==> src/rtl/bcd_conv_sched.sv <==
// Round-robin scheduler sharing one 6-bit binary-to-BCD converter between four requesters.
// Optional macro BCD_SCHED_RANGE_CHECK_EN: operands above 39 are rejected at grant without using the converter.
module bcd_conv_sched #(
  parameter int unsigned SETTLE_CYCLES = 2
) (
  input  logic        clk,
  input  logic        rst_n,
  input  logic [3:0]  req,
  input  logic [23:0] bin_bus,
  input  logic [5:0]  conv_bcd,
  output logic        conv_g_n,
  output logic [5:0]  conv_bin,
  output logic [3:0]  ack,
  output logic [5:0]  bcd_out,
  output logic        err,
  output logic        busy
);

  typedef enum logic [1:0] {IDLE, SETTLE, CAPTURE, ACK} state_t;

  localparam logic [3:0] LP_SETTLE_LOAD = 4'(SETTLE_CYCLES - 1);
  localparam logic [5:0] LP_INVALID     = 6'h3F;

  state_t      r_state;
  state_t      w_next;
  logic [1:0]  r_ptr;
  logic [1:0]  r_grant;
  logic [3:0]  r_cnt;
  logic        r_conv_g_n;
  logic [5:0]  r_conv_bin;
  logic [3:0]  r_ack;
  logic [5:0]  r_bcd_out;
  logic        r_err;

  logic        w_any;
  logic [1:0]  w_idx;
  logic [1:0]  w_grant_idx;
  logic [5:0]  w_operand;
  logic        w_out_of_range;

  // Scan from the farthest offset down so the nearest requester at or after r_ptr wins.
  always_comb begin
    // NOTE: every always_comb output gets a default first so no path can infer a latch.
    w_any       = 1'b0;
    w_idx       = r_ptr;
    w_grant_idx = r_ptr;
    for (int i = 3; i >= 0; i--) begin
      w_idx = r_ptr + 2'(i);
      if (req[w_idx]) begin
        w_any       = 1'b1;
        w_grant_idx = w_idx;
      end
    end
  end

  assign w_operand = bin_bus[6*int'(w_grant_idx) +: 6];

`ifdef BCD_SCHED_RANGE_CHECK_EN
  assign w_out_of_range = (w_operand > 6'd39);
`else
  assign w_out_of_range = 1'b0;
`endif

  always_comb begin
    w_next = r_state;
    case (r_state)
      IDLE:    if (w_any) w_next = w_out_of_range ? ACK : SETTLE;
      SETTLE:  if (r_cnt == 4'd0) w_next = CAPTURE;
      CAPTURE: w_next = ACK;
      ACK:     w_next = IDLE;
      default: w_next = IDLE;
    endcase
  end

  // NOTE: reset is synchronous, so it is tested inside the clocked block rather than in the sensitivity list.
  always_ff @(posedge clk) begin
    if (!rst_n) r_state <= IDLE;
    else        r_state <= w_next;
  end

  always_ff @(posedge clk) begin
    // NOTE: state registers use non-blocking assignments so every register samples pre-edge values.
    if (!rst_n) begin
      r_ptr      <= 2'd0;
      r_grant    <= 2'd0;
      r_cnt      <= 4'd0;
      r_conv_g_n <= 1'b1;
      r_conv_bin <= 6'd0;
      r_ack      <= 4'b0000;
      r_bcd_out  <= LP_INVALID;
      r_err      <= 1'b0;
    end else begin
      case (r_state)
        IDLE: begin
          if (w_any) begin
            r_grant    <= w_grant_idx;
            r_conv_bin <= w_operand;
            if (w_out_of_range) begin
              r_bcd_out <= LP_INVALID;
              r_err     <= 1'b1;
              r_ack     <= 4'b0001 << w_grant_idx;
            end else begin
              r_conv_g_n <= 1'b0;
              r_cnt      <= LP_SETTLE_LOAD;
            end
          end
        end
        SETTLE: begin
          if (r_cnt != 4'd0) r_cnt <= r_cnt - 4'd1;
        end
        CAPTURE: begin
          r_bcd_out <= conv_bcd;
          r_err     <= (conv_bcd == LP_INVALID);
          r_ack     <= 4'b0001 << r_grant;
        end
        ACK: begin
          r_ack      <= 4'b0000;
          r_conv_g_n <= 1'b1;
          r_ptr      <= r_grant + 2'd1;
        end
        default: ;
      endcase
    end
  end

  assign conv_g_n = r_conv_g_n;
  assign conv_bin = r_conv_bin;
  assign ack      = r_ack;
  assign bcd_out  = r_bcd_out;
  assign err      = r_err;
  assign busy     = (r_state != IDLE);

endmodule

==> config.mk <==
export PLATFORM = sky130hd
export DESIGN_NAME = bcd_conv_sched
export DESIGN_NICKNAME = d
export VERILOG_FILES = /design/src/rtl/bcd_conv_sched.sv
export SDC_FILE = /design/constraint.sdc
export NUM_CORES = 1
export LEC_CHECK = 0
export BUFFER_PORTS_ARGS = -buffer_cell sky130_fd_sc_hd__buf_2
export CAP_MARGIN = 20
export CORE_ASPECT_RATIO = 1.4
export CORE_MARGIN = 3
export CORE_UTILIZATION = 44
export CTS_CLUSTER_DIAMETER = 30
export DETAILED_ROUTE_END_ITERATION = 6
export PLACE_DENSITY = 0.78
export SYNTH_ARGS = -nofsm -noshare
export SYNTH_HDL_FRONTEND = slang
export SYNTH_SLANG_ARGS = --single-unit
==> constraint.sdc <==
create_clock -name clk -period 1.4 [get_ports clk]
set_input_delay 0.14 -clock clk [delete_from_list [all_inputs] [get_ports clk]]
set_output_delay 0.14 -clock clk [all_outputs]
set_load 0.005 [all_outputs]
### Word level (Yosys, flattened, before mapping)

Cells that the tools add are included.

* register bits after elaboration: 28
* bits of input ports: 36
* logic and storage cells: 64

* add/subtract/negate cells: 5
* multiply operators: 1
* order comparisons: 4
* equal/unequal tests: 7
* shifts and indexed selects: 2
* multiplexer cells: 25
* reductions and logical operators: 11

Operator list (count)
* 24-bit by 6-bit variable part select with 6-bit output: 1
* 4-bit one-hot mux with 2 select lines: 2
* 2-bit by 3-bit less-than comparator with 1-bit output (second input constant): 4
* 2-bit two-way mux: 6
* 1-bit two-way mux: 9
* 1-bit binary-select mux with 2-bit select: 4
* 4-bit two-way mux: 2
* 2-bit one-hot mux with 4 select lines: 1
* 2-bit nonzero test: 4
* 6-bit == test (second input constant): 1
* 2-bit inequality test (second input constant): 3
* 2-bit AND reduction: 3
* 2-bit by 1-bit adder with 2-bit output (second input constant): 2
* 2-bit adder (second input constant): 2
* 2-bit == test (second input constant): 2
* 4-bit logical NOT: 1
* 2-bit by 2-bit multiplier with 4-bit output (first input constant): 1
* 4-bit nonzero test: 1
* 1-bit by 2-bit left shift with 4-bit output (first input constant): 1
* 4-bit by 1-bit subtractor with 4-bit output (second input constant): 1
* 3-bit AND reduction: 1
* 2-bit by 1-bit == test with 1-bit output (second input constant): 1
* 2-bit logical NOT: 1
* 1-bit one-hot mux with 2 select lines: 1

### Longest topological paths before layout

* depth in word-level cells: 9
* depth in mapped cells: 7

### Worst setup path after synthesis

Ideal clock, no wire load.

* path kind: reg-to-reg
* start: register r_state[1]
* end: register r_cnt[3]
* setup time: 0.121 ns
* arrival: 1.380 ns
* setup slack: -0.101 ns
* cell stages (with the launch flop): 8
* period minus slack after synthesis: 1.501 ns
* cell sequence: dfxtp_1 -> inv_1 -> ha_1 -> nor4bb_1 -> a211oi_2 -> nand2_1 -> xor2_1 -> nor2_1

* cells in the longest elaborated chain, start to end: 3
* elaborated cells between the ends (all ways): 7
* classes of those cells: eq/ne: 3; mux: 1; reduce/logical: 3

RTL lines
* start, declared: line 24 `state_t r_state;`
* start signal, assigned: line 78 `else r_state <= w_next;`
* 2-bit by 1-bit == test with 1-bit output or 2-bit logical NOT (tied branches): line 93 `case (r_state)`
* 2-bit inequality test (no source line) or 2-bit nonzero test (tied branches)
* 3-bit AND reduction (no source line)
* end signal, assigned: line 109 `if (r_cnt != 4'd0) r_cnt <= r_cnt - 4'd1;`
* end, declared: line 28 `logic [3:0] r_cnt;`

Several ways; a longest one is shown, not always the timed one.
A chain may end at the register's enable or synchronous reset.

### Worst setup path in the final report

* start: register r_state[1]
* end: register r_grant[0]

* cells in the longest elaborated chain, start to end: 2

RTL lines
* 2-bit logical NOT: line 93
* 2-bit AND reduction (no source line)
* end signal, assigned: line 96 `r_grant <= w_grant_idx;`
* end, declared: line 27 `logic [1:0] r_grant;`

Every way passes these cells.

==> flow_summary_export.csv <==
group,metric,value,unit
floorplan,die_area,4070,sq um
sta,maxSlewViolCount,0,
setup_path,endpoint_kind,"flip-flop",
setup_path,reg2regPathDepth,8,
place,portBuffers,54,
sta,fmax,673,MHz
synthesis,ys_top_cells_by_area,"dfxtp_1, mux2i_1, ha_1",
place,place_ws,-0.113,ns
global_route,first_global_vias,1508,
synthesis,syn_nets,206,
synthesis,yosysTopAreaCell,"dfxtp_1",
synthesis,ys.flop_type,"dfxtp_1",
floorplan,die_h,74.3,microns
floorplan,row_count,24,
synthesis,ys_types,32,
detailed_routing,wire_per_inst,14.4,microns
final_layout,layout-drive-gt1-share,52.3,%
detailed_routing,drtAntennaViolNets,0,
sta,worst_pin_slew,0.314,ns
synthesis,ys_warn_count,0,
global_route,antenna_found_initial,0,
setup_path,crit_arrival,1.71,ns
global_route,grt_pass1_wl,6170,microns
floorplan,initial_core_util,46.5,%
detailed_routing,drt_iter0_markers,21,
setup_path,critPathKind,"flip-flop to flip-flop",
global_route,grt-ovfl-total,0,
detailed_routing,vias,1477,
final_layout,diodes,0,
setup_path,cp-start-kind,"flip-flop",
sta,rsz0062_at_grt,"true",
synthesis,syn_area,1470,sq um
setup_path,cpMaxStageDelayCell,"dfxtp_2",
synthesis,synthCells,159,
place,gp_congestion,0.753,
detailed_routing,drtPass1Iterations,4,
floorplan,dieWidth,54.8,microns
power,leakagePower,1.09,nW
synthesis,synth-edff-count,0,
sta,post-route-min-period,1.49,ns
setup_path,rrSetupSlack,-0.09,ns
global_route,grt_use_total,20.1,%
cts,cts_sinks,28,
synthesis,syn_area_per_cell,9.23,sq um
cts,clkSlewWorstSetupHoldPaths,0.10,ns
power,ir_drop,1.27,mV
setup_path,cpPeakStageDelay,0.36,ns
cts,clock_path_buffers,2,
cts,htree_levels,1,
sta,slew_headroom,78.9,%
cts,root_buffer,"clkbuf_8",
run_status,status,"complete, but fails checks",
setup_path,cp_cell_sequence,"inv_4, buf_6, ha_4, buf_6, nand2b_4, buf_6, mux2_4, nor2_2",
final_layout,nFillCells,252,
run_status,violations,"negative setup slack",
place,hpwl,2840,microns
floorplan,boundaryPins,55,
setup_path,cp_max_fo,5,
sta,skew,0.00319,ns
sta,setup_viol,13,
synthesis,async_flop_share,0,%
final_layout,area_growth,57.4,%
floorplan,core_area,3150,sq um
detailed_routing,viasPerCell,5.24,
synthesis,synth_top_area_share,38.2,%
synthesis,synth_seq_cells,28,
setup_path,cp_common_cell,"buf_6",
synthesis,synth_common_cells,"dfxtp_1, mux2i_1, nor2_1",
detailed_routing,routed_wl,4070,microns
setup_path,reg2reg_from,"r_state[1]",
min_path,hold_path_end,"bcd_out[0]",
sta,min_period_over_period,106,%
sta,fin_ws,-0.0867,ns
min_path,worstHoldStart,"conv_bcd[0]",
flow_run,maxCapViolCount,0,
cts,clkLatencyLatePin,0.28,ns
global_route,grt_max_degree,17,
synthesis,seq_area_frac_synth,38.2,%
setup_path,reg2reg_to,"r_grant[0]",
min_path,hold_depth,3,
cts,numCtsBuffers,3,
final_layout,fin_util,73.3,%
synthesis,yosys.cell_count.top_type,"dfxtp_1",
detailed_routing,drc,0,
power,power_density,1700,nW/um^2
sta,finalHoldViolCount,0,
final_layout,final_nets,291,
cts,cts_tree,"done",
min_path,hold_class,"primary input to flip-flop",
setup_path,critPathRequiredTime,1.63,ns
## critical path, delay by kind of cell (launching register included)
kind                       cells  cell delay, ns
DFF                            1            0.36
adders and majority gates      1            0.18
muxes                          1            0.29
and+or+nand+nor                2            0.20
buffers and inverters          4            0.39
## layout make-up
| class | count | area, sq um | area share [%] |
|---|---|---|---|
| inverters | 12 | 47.5 | 2.06 |
| clock inverters | 1 | 30.0 | 1.30 |
| flip-flops and latches | 28 | 573 | 24.8 |
| multi-input cells | 115 | 1030 | 44.4 |
| clock buffers | 3 | 41.3 | 1.79 |
| repair buffers | 84 | 543 | 23.5 |
| well taps | 39 | 48.8 | 2.11 |
## layout by cell type (no fill, tap or decap), types with 2 or more instances in the layout
| cell type | instances |
|---|---|
| inv_2 | 3 |
| ha_1 | 8 |
| a21oi_1 | 3 |
| o21ai_0 | 2 |
| nand2b_1 | 2 |
| mux2i_1 | 22 |
| clkbuf_8 | 3 |
| buf_12 | 2 |
| nand3_1 | 6 |
| mux2_4 | 2 |
| o221ai_1 | 3 |
| nand2_4 | 2 |
| dfxtp_1 | 22 |
| dfxtp_2 | 4 |
| nor2_4 | 2 |
| xor2_1 | 2 |
| o221ai_2 | 4 |
| mux2i_2 | 2 |
| nor2_1 | 17 |
| nor2_2 | 3 |
| nor3_2 | 2 |
| buf_4 | 22 |
| dfxtp_4 | 2 |
| nand2_1 | 9 |
| buf_6 | 6 |
| ha_4 | 2 |
| nor2b_1 | 2 |
| nand2b_4 | 2 |
| buf_2 | 54 |
| inv_1 | 7 |
## power breakdown
part           internal, W  switching [W]  leakage [nW]
clock network     0.000383       0.000262        0.0357
registers          0.00101       0.000153         0.232
logic              0.00114       0.000968         0.826
total              0.00253        0.00138          1.09
## what timing repair did
item	CTS	global route
pin swaps	12	9
endpoints found under the setup margin	13	23
resized for setup	18	28
buffers inserted	4	4
hold buffers	0	0
## state kept, by name, summed over array words and instances, names as in the netlist
register / flops
conv_g_n: 1
conv_bin: 6
ack: 4
r_ptr: 2
r_grant: 2
r_cnt: 4
bcd_out: 6
err: 1
r_state: 2
## stage by stage
stage	cells	total power [W]	hold WS (ns)	TNS [ns]	cell area [sq um]
finish	282	0.00392	0.0851	-0.552	2310
floorplan	159	0.00206	0.268	0	1520
detailed placement	270	0.00270	0.374	-0.900	2000
CTS	278	0.00356	0.0807	-0.159	2170
global route	282	0.00421	0.0990	-1.74	2310
global placement	270	0.00264	0.364	-0.651	2000
## how the worst max path moves through the flow
stage               startpoint           to  slack [ns]  cells past startpoint
finish              r_state[1]   r_grant[0]       -0.09                      8
global route        r_state[1]     r_cnt[1]       -0.17                      8
CTS                 r_state[1]     r_cnt[2]       -0.06                      7
detailed placement      req[0]  conv_bin[3]       -0.11                      7
global placement    r_state[1]     r_cnt[2]       -0.09                      7
floorplan           r_state[1]     r_cnt[2]      0.0008                      7
## metal layers
layer / track usage (%) / share of wire (%)
met1: 20.3 / 35
met2: 38.6 / 57
met3: 2.61 / 5.9
met4: 9.14 / 2.6
met5: 0 / 0
## cell families after synthesis
kind of cell	count (synthesis)	synth area share, %
AO/OA/AOI/OAI	23	11.5
XOR/XNOR	2	1.19
adder cells (fa/ha/maj)	11	9.38
buffers and inverters	16	5.20
flip-flops	28	38.2
multiplexers	26	17.9
AND/OR/NAND/NOR	53	16.6
No activity file was read; power rests on OpenSTA's default activity.
